<file path="src/rtl/tdm_mux_array_if.sv">
// Config write port of tdm_mux_array: valid/ready handshake plus error pulse.
// CH_W defaults to the channel-index width; a wider CH_W lets a master address out-of-range channels.
interface tdm_mux_array_if #(
    parameter int unsigned NCH  = 16,
    parameter int unsigned CH_W = (NCH > 1) ? $clog2(NCH) : 1
);
    logic            cfg_valid;
    logic            cfg_ready;
    logic [CH_W-1:0] cfg_ch;
    logic [1:0]      cfg_mode;
    logic            cfg_err;

    modport master (
        output cfg_valid, cfg_ch, cfg_mode,
        input  cfg_ready, cfg_err
    );

    modport slave (
        input  cfg_valid, cfg_ch, cfg_mode,
        output cfg_ready, cfg_err
    );
endinterface

</file>
<file path="src/rtl/tdm_mux_array.sv">
// Framed TDM packer: per channel, pass/TDM/low/high onto one pin; modes change only at frame boundaries.
// Define MUX_INPUT_FILTER_EN to add a 2-flop synchroniser and 3-sample majority filter on da/db.
module tdm_mux_array #(
    parameter int unsigned NCH      = 16,
    parameter int unsigned SLOT_DIV = 4,
    parameter logic [1:0]  MODE_RST = 2'b01
) (
    input  logic            clk_sys,
    input  logic            rst,
    input  logic [NCH-1:0]  da,
    input  logic [NCH-1:0]  db,
    tdm_mux_array_if.slave  cfg,
    output logic            frame_sync,
    output logic [NCH-1:0]  mux
);
    typedef enum logic [1:0] {
        MODE_PASS = 2'b00,
        MODE_TDM  = 2'b01,
        MODE_LOW  = 2'b10,
        MODE_HIGH = 2'b11
    } mode_e;

    localparam mode_e      MODE_RST_E = mode_e'(MODE_RST);
    localparam logic [7:0] CNT_LAST   = 8'(SLOT_DIV - 1);

    logic [7:0]     slot_cnt_q, slot_cnt_d;
    logic [1:0]     slot_idx_q, slot_idx_d;
    logic [NCH-1:0] cap_a_q, cap_a_d, cap_b_q, cap_b_d;
    mode_e          mode_q [NCH];
    mode_e          mode_d [NCH];
    logic           pending_q, pending_d;
    logic [NCH-1:0] pend_sel_q, pend_sel_d;
    mode_e          pend_mode_q, pend_mode_d;
    logic           err_q, err_d;
    logic           fs_q, fs_d;
    logic [NCH-1:0] mux_q, mux_d;

    logic [NCH-1:0] src_a, src_b, sel;
    logic           boundary, accept, in_range;

`ifdef MUX_INPUT_FILTER_EN
    logic [NCH-1:0] a_s1_q, a_s2_q, a_h0_q, a_h1_q;
    logic [NCH-1:0] b_s1_q, b_s2_q, b_h0_q, b_h1_q;

    always_ff @(posedge clk_sys) begin
        if (rst) begin
            a_s1_q <= '0; a_s2_q <= '0; a_h0_q <= '0; a_h1_q <= '0;
            b_s1_q <= '0; b_s2_q <= '0; b_h0_q <= '0; b_h1_q <= '0;
        end else begin
            a_s1_q <= da;     a_s2_q <= a_s1_q; a_h0_q <= a_s2_q; a_h1_q <= a_h0_q;
            b_s1_q <= db;     b_s2_q <= b_s1_q; b_h0_q <= b_s2_q; b_h1_q <= b_h0_q;
        end
    end

    // Majority over the newest synchronised sample and the two before it.
    assign src_a = (a_s2_q & a_h0_q) | (a_s2_q & a_h1_q) | (a_h0_q & a_h1_q);
    assign src_b = (b_s2_q & b_h0_q) | (b_s2_q & b_h1_q) | (b_h0_q & b_h1_q);
`else
    assign src_a = da;
    assign src_b = db;
`endif

    always_comb begin
        boundary = (slot_idx_q == 2'd3) && (slot_cnt_q == CNT_LAST);
        accept   = cfg.cfg_valid & ~pending_q;
        for (int unsigned i = 0; i < NCH; i++) begin
            sel[i] = (32'(cfg.cfg_ch) == i);
        end
        in_range = |sel;

        slot_cnt_d  = slot_cnt_q;
        slot_idx_d  = slot_idx_q;
        cap_a_d     = cap_a_q;
        cap_b_d     = cap_b_q;
        mode_d      = mode_q;
        pending_d   = pending_q;
        pend_sel_d  = pend_sel_q;
        pend_mode_d = pend_mode_q;
        err_d       = accept & ~in_range;
        fs_d        = boundary;
        mux_d       = '0;

        if (boundary) begin
            slot_cnt_d = '0;
            slot_idx_d = '0;
        end else if (slot_cnt_q == CNT_LAST) begin
            slot_cnt_d = '0;
            slot_idx_d = slot_idx_q + 2'd1;
        end else begin
            slot_cnt_d = slot_cnt_q + 8'd1;
        end

        // A write accepted on the boundary edge bypasses the pending slot entirely.
        if (boundary) begin
            cap_a_d   = src_a;
            cap_b_d   = src_b;
            pending_d = 1'b0;
            for (int unsigned i = 0; i < NCH; i++) begin
                if (pending_q && pend_sel_q[i]) mode_d[i] = pend_mode_q;
                if (accept && sel[i])           mode_d[i] = mode_e'(cfg.cfg_mode);
            end
        end else if (accept && in_range) begin
            pending_d   = 1'b1;
            pend_sel_d  = sel;
            pend_mode_d = mode_e'(cfg.cfg_mode);
        end

        for (int unsigned i = 0; i < NCH; i++) begin
            unique case (mode_d[i])
                MODE_PASS: mux_d[i] = src_a[i];
                MODE_TDM: begin
                    unique case (slot_idx_d)
                        2'd0:    mux_d[i] = 1'b1;
                        2'd1:    mux_d[i] = cap_a_d[i];
                        2'd2:    mux_d[i] = cap_b_d[i];
                        default: mux_d[i] = 1'b0;
                    endcase
                end
                MODE_LOW:  mux_d[i] = 1'b0;
                MODE_HIGH: mux_d[i] = 1'b1;
            endcase
        end
    end

    always_ff @(posedge clk_sys) begin
        if (rst) begin
            slot_cnt_q  <= CNT_LAST;
            slot_idx_q  <= 2'd3;
            cap_a_q     <= '0;
            cap_b_q     <= '0;
            pending_q   <= 1'b0;
            pend_sel_q  <= '0;
            pend_mode_q <= MODE_RST_E;
            err_q       <= 1'b0;
            fs_q        <= 1'b0;
            mux_q       <= '0;
            for (int unsigned i = 0; i < NCH; i++) mode_q[i] <= MODE_RST_E;
        end else begin
            slot_cnt_q  <= slot_cnt_d;
            slot_idx_q  <= slot_idx_d;
            cap_a_q     <= cap_a_d;
            cap_b_q     <= cap_b_d;
            pending_q   <= pending_d;
            pend_sel_q  <= pend_sel_d;
            pend_mode_q <= pend_mode_d;
            err_q       <= err_d;
            fs_q        <= fs_d;
            mux_q       <= mux_d;
            mode_q      <= mode_d;
        end
    end

    assign cfg.cfg_ready = ~pending_q;
    assign cfg.cfg_err   = err_q;
    assign frame_sync    = fs_q;
    assign mux           = mux_q;
endmodule

</file>
<file path="src/flat_wrapper.sv">
// flat-port wrapper written by rule: the top's interface ports become plain ports
module tdm_mux_array_flat 
#(
    parameter int unsigned NCH      = 16,
    parameter int unsigned SLOT_DIV = 4,
    parameter logic [1:0]  MODE_RST = 2'b01
)
  (clk_sys, rst, da, db, frame_sync, mux, cfg_cfg_valid, cfg_cfg_ch, cfg_cfg_mode, cfg_cfg_ready, cfg_cfg_err);
  tdm_mux_array_if #(.NCH(NCH), .CH_W(5)) cfg_i ();
  input  logic clk_sys;
  input  logic rst;
  input  logic [NCH-1:0] da;
  input  logic [NCH-1:0] db;
  output logic frame_sync;
  output logic [NCH-1:0] mux;
  input wire logic [$bits(cfg_i.cfg_valid)-1:0] cfg_cfg_valid;
  input wire logic [$bits(cfg_i.cfg_ch)-1:0] cfg_cfg_ch;
  input wire logic [$bits(cfg_i.cfg_mode)-1:0] cfg_cfg_mode;
  output wire logic [$bits(cfg_i.cfg_ready)-1:0] cfg_cfg_ready;
  output wire logic [$bits(cfg_i.cfg_err)-1:0] cfg_cfg_err;
  assign cfg_i.cfg_valid = cfg_cfg_valid;
  assign cfg_i.cfg_ch = cfg_cfg_ch;
  assign cfg_i.cfg_mode = cfg_cfg_mode;
  assign cfg_cfg_ready = cfg_i.cfg_ready;
  assign cfg_cfg_err = cfg_i.cfg_err;
  tdm_mux_array #(.NCH(NCH), .SLOT_DIV(SLOT_DIV), .MODE_RST(MODE_RST)) u_core (.clk_sys(clk_sys), .rst(rst), .da(da), .db(db), .cfg(cfg_i), .frame_sync(frame_sync), .mux(mux));
endmodule
</file>
<file path="config.mk">
export PLATFORM = sky130hd
export DESIGN_NAME = tdm_mux_array_flat
export DESIGN_NICKNAME = d
export VERILOG_FILES = /design/src/rtl/tdm_mux_array_if.sv /design/src/rtl/tdm_mux_array.sv /design/src/flat_wrapper.sv
export SDC_FILE = /design/constraint.sdc
export NUM_CORES = 1
export LEC_CHECK = 0
export BUFFER_PORTS_ARGS = -buffer_cell sky130_fd_sc_hd__buf_4
export CAP_MARGIN = 20
export CELL_PAD_IN_SITES_DETAIL_PLACEMENT = 2
export CELL_PAD_IN_SITES_GLOBAL_PLACEMENT = 2
export CORE_ASPECT_RATIO = 0.8
export CORE_MARGIN = 2
export CORE_UTILIZATION = 38
export DETAILED_ROUTE_END_ITERATION = 8
export HOLD_SLACK_MARGIN = 0.08
export PLACE_DENSITY = 0.86
export SYNTH_ARGS = -nofsm -noshare
export SYNTH_HDL_FRONTEND = slang
export SYNTH_SLANG_ARGS = --single-unit
</file>
<file path="constraint.sdc">
create_clock -name clk_sys -period 6.74 [get_ports clk_sys]
set_input_delay 1.011 -clock clk_sys [delete_from_list [all_inputs] [get_ports clk_sys]]
set_output_delay 1.011 -clock clk_sys [all_outputs]
set_load 0.1 [all_outputs]
</file>
==> metrics.md <==
| Metric | Value |
|---|---|
| Top cell type's share of synthesized area | `37.3%` |
| Placed instance area | `6480 um^2` |
| Area leader, netlist | `dfxtp_1` |
| Post-cts sizing count | `0` |
| Slowest CP cell | `dfxtp_1` |
| Clk slew on worst S/H paths | `0.08 ns` |
| CTS tree | `yes` |
| DRT Wirelength | `22800 um` |
| Crit-path max FO | `42` |
| Routed len/inst | `23.4 um` |
| Crit path kind | `reg -> reg` |
| Fin worst setup slack | `2.04 ns` |
| Sequential fraction of the synthesis area | `37.3%` |
| Root Buffer | `clkbuf_16` |
| Setup bufs post-CTS | `0` |
| Post-Syn Nets | `789` |
| N_diodes | `0` |
| Layout cells sized above 1 | `14.2%` |
| Library cells used by synthesis | `63` |
| Min-Delay Path Class | `reg -> reg` |
| Critical Path Start Type | `register` |
| PD cells | `344 nW/um^2` |
| Ys async rst share | `0%` |
| Mapped Cells | `745` |
| RSZ-0062 raised after global routing | `false` |
| Pin count of the biggest net entering global routing | `102` |
| R2R Setup Slk | `2.04 ns` |
| Largest family of logic cells by synthesized area | `compound AO/OA/AOI/OAI gates` |
| Final Cycle Share | `69.7%` |
| Initial drt markers | `439` |
| Cell internal pwr | `1.26 mW` |
| Hold_sp | `u_core.cap_a_q[15]` |
| Worst reg2reg path depth | `6` |
| Global-route wire length before repair | `36100 um` |
| Clock tree buffer depth | `2` |
| Initial antenna violation count | `0` |
| Psw | `1.06 mW` |
| Sequential cell fraction of total power | `34.9%` |
| Required @ worst endpoint | `7.01 ns` |
| H-tree levels | `3` |
| Slew HR | `29.1%` |
| Max VDD drop | `0.000273 V` |
| HPWL Detailed | `15600 um` |
| Hold bufs inserted after CTS | `0` |
| Fmax | `213 MHz` |
| Cell count along the critical path | `6` |
| Die area | `16700 um^2` |
| LEAKAGE | `2.28 nW` |
| # port buffers | `60` |
| Worst-Skew Late Latency | `0.37 ns` |
| Status | `completed` |
| Clock power share | `22.4%` |
| Initial Util | `39.2%` |
| Worst path buffer plus inverter count | `0` |
| Syn Area/Cell | `7.99 um^2` |
| CTS Sinks | `111` |
| Finished Core Util | `44.7%` |
| Gr usage total | `28.2%` |
| Core area | `15200 um^2` |
| Routed Antenna Nets | `0` |
| Post-synthesis compound-gate area fraction | `28.5%` |
| Primary FF master, synth | `dfxtp_1` |
| Ports | `61` |
| Switching part of the total | `45.7%` |
| Fill cells | `1720` |
| Post-route minimum period | `4.70 ns` |
| Die Span Y | `116 um` |
| Mux share of post-synthesis cell area | `0.778%` |
| Final setup viols | `0` |
| Logic pwr share | `42.7%` |
| Area occupied by multi-input gates | `3380 um^2` |
| Clock skew | `0.0153 ns` |
| Xor/xnor share of the synthesized area | `1.03%` |
| Grt total ovfl | `0` |
| Vias per inst | `6.05` |
| Layout area overhead | `13.9%` |
| Cell family with the largest share of critical-path delay | `simple AND/OR/NAND/NOR gates` |
| Design Area, Final | `6780 um^2` |
| Sequential cell area | `2220 um^2` |
| Final Hold Violating Endpoints | `0` |
| Vias in the first global route | `6339` |
| Rows | `40` |
| Worst setup slack after placement | `2.14 ns` |
| Synth warnings | `0` |
| Num CTS Buffers | `9` |
| Cell count of the worst hold path | `2` |
| Reg2Reg Capture Point | `u_core.mux[15]` |
| Post-route setup TNS | `0 ns` |
| Post-synth EDFFs | `0` |
| Crit path arrival time | `4.97 ns` |
| Hold Path End | `u_core.cap_a_q[15]` |
| Die X | `144 um` |
| Routed vias | `5899` |
| Synth Area in Adders | `0.421%` |
| Final Max Tran Viols | `0` |
| Crit-path max cell delay | `1.02 ns` |
| Top cells by area, synth | `dfxtp_1 (37%), a21oi_1 (7.7%), nand2_1 (6.2%)` |
| Max cap viols | `0` |
| Layout net count | `804` |
| Final Total Pwr | `2.33 mW` |
| Reg2reg start | `u_core.slot_idx_q[1]` |
| Initial DRT Pass Iterations | `5` |
| Mapped cell area | `5950 um^2` |
| Worst path cell trace | `ha_1 > or4b_1 > nor2_4 > a21boi_0 > or3b_1 > o32ai_1` |
| Gpl congestion | `0.851` |
| Crit. End Element | `register` |
| Worst slew pin tran | `1.06 ns` |
| FF+latch count, synth | `111` |
| Simple-Gate Fraction of Synth Area | `25.7%` |
| Drt drc | `0` |
## cells in the mapped netlist, types with 4 or more instances
cell,count
buf_2,8
nand2_1,98
o21ai_1,5
or4b_1,6
or2_2,7
a32o_1,5
nor2_1,40
buf_1,6
clkbuf_1,54
inv_1,19
nand4bb_1,10
o31ai_1,11
o211ai_1,32
nor4bb_1,4
nor3_1,18
a21o_1,12
a22oi_1,16
a32oi_1,12
a211oi_1,7
o221ai_1,24
xnor2_1,5
a221oi_1,5
nand2b_1,25
a21oi_1,91
nor2b_1,32
dfxtp_1,111
o21ai_0,20
## area by class of cell
class / count / share of cell area, %
clock buffer: 11 / 3.58
sequential: 111 / 32.8
clock inverter: 5 / 0.499
inverter: 19 / 1.05
timing repair buffer: 75 / 8.31
tap: 210 / 3.88
multi-input combinational: 544 / 49.9
## registers in the layout, summed over array words and instances, names as in the netlist
| register | flops |
|---|---|
| u_core.mux | 16 |
| u_core.frame_sync | 1 |
| u_core.cap_a_q | 16 |
| u_core.slot_cnt_q | 8 |
| u_core.pend_mode_q | 2 |
| u_core.slot_idx_q | 2 |
| u_core.pend_sel_q | 16 |
| u_core.cap_b_q | 16 |
| u_core.pending_q | 1 |
| u_core.mode_q | 32 |
| u_core.cfg.cfg_err | 1 |
## cells by family after synthesis
family                   after synthesis
flip-flops                           111
multiplexers                           4
buffers and inverters                 90
AO/OA/AOI/OAI                        254
AND/OR/NAND/NOR                      277
adder cells (fa/ha/maj)                2
XOR/XNOR                               7
## worst max path at each step
| stage | startpoint | to | slack (ns) |
|---|---|---|---|
| floorplan | cfg_cfg_mode[0] | u_core.mux[15] | 4.10 |
| global placement | u_core.slot_idx_q[1] | u_core.mux[15] | 2.43 |
| detailed placement | u_core.slot_idx_q[1] | u_core.mux[15] | 2.14 |
| CTS | u_core.slot_idx_q[1] | u_core.mux[15] | 2.10 |
| global route | u_core.slot_idx_q[1] | u_core.mux[15] | 1.73 |
| finish | u_core.slot_idx_q[1] | u_core.mux[15] | 2.04 |
## routing by layer
layer | global-route usage [%] | wire length, um | vias up
met2 | 48.6 | 11200 | 139
met3 | 4.63 | 809 | 31
li1 | - | - | 2741
met5 | 0 | 0 | -
met4 | 9.08 | 550 | 0
met1 | 36.4 | 10300 | 2988
## cell usage in the layout (no fill, tap or decap), types with 7 or more instances in the layout
cell type | Yosys | layout
a32oi_1 | 12 | 12
o31ai_1 | 11 | 11
nand2b_1 | 25 | 25
a211oi_1 | 7 | 7
nor3_1 | 18 | 18
a21o_1 | 12 | 12
a22oi_1 | 16 | 16
o21ai_0 | 20 | 20
nand4bb_1 | 10 | 10
buf_4 | 1 | 71
nand2_1 | 98 | 97
a21oi_1 | 91 | 91
nor2b_1 | 32 | 32
o221ai_1 | 24 | 24
dfxtp_1 | 111 | 111
nor2_1 | 40 | 40
inv_1 | 19 | 19
o211ai_1 | 32 | 32
clkbuf_16 | 0 | 9
or2_2 | 7 | 7
## power by group through the flow
stage / Clock (mW) / Sequential, mW / Combinational [mW]
6_report: 0.522 / 0.813 / 0.994
3_3_place_gp: 0 / 0.815 / 0.940
2_1_floorplan: 0 / 1.07 / 0.466
3_5_place_dp: 0 / 0.824 / 0.985
4_1_cts: 0.535 / 0.811 / 0.994
5_1_grt: 0.556 / 0.822 / 1.06
## per-stage QoR
stage,instances,hold WS [ns]
floorplan,745,0.432
global placement,954,0.444
detailed placement,955,0.461
CTS,971,0.470
global route,975,0.488
finish,975,0.470
## worst register-to-register path, stage by stage, from the launching register on
cell and delay, ns:
dfxtp_1 1.02, ha_1 0.89, or4b_1 0.87, nor2_4 0.94, a21boi_0 0.34, or3b_1 0.45, o32ai_1 0.10
(Power assumes the default switching activity.)
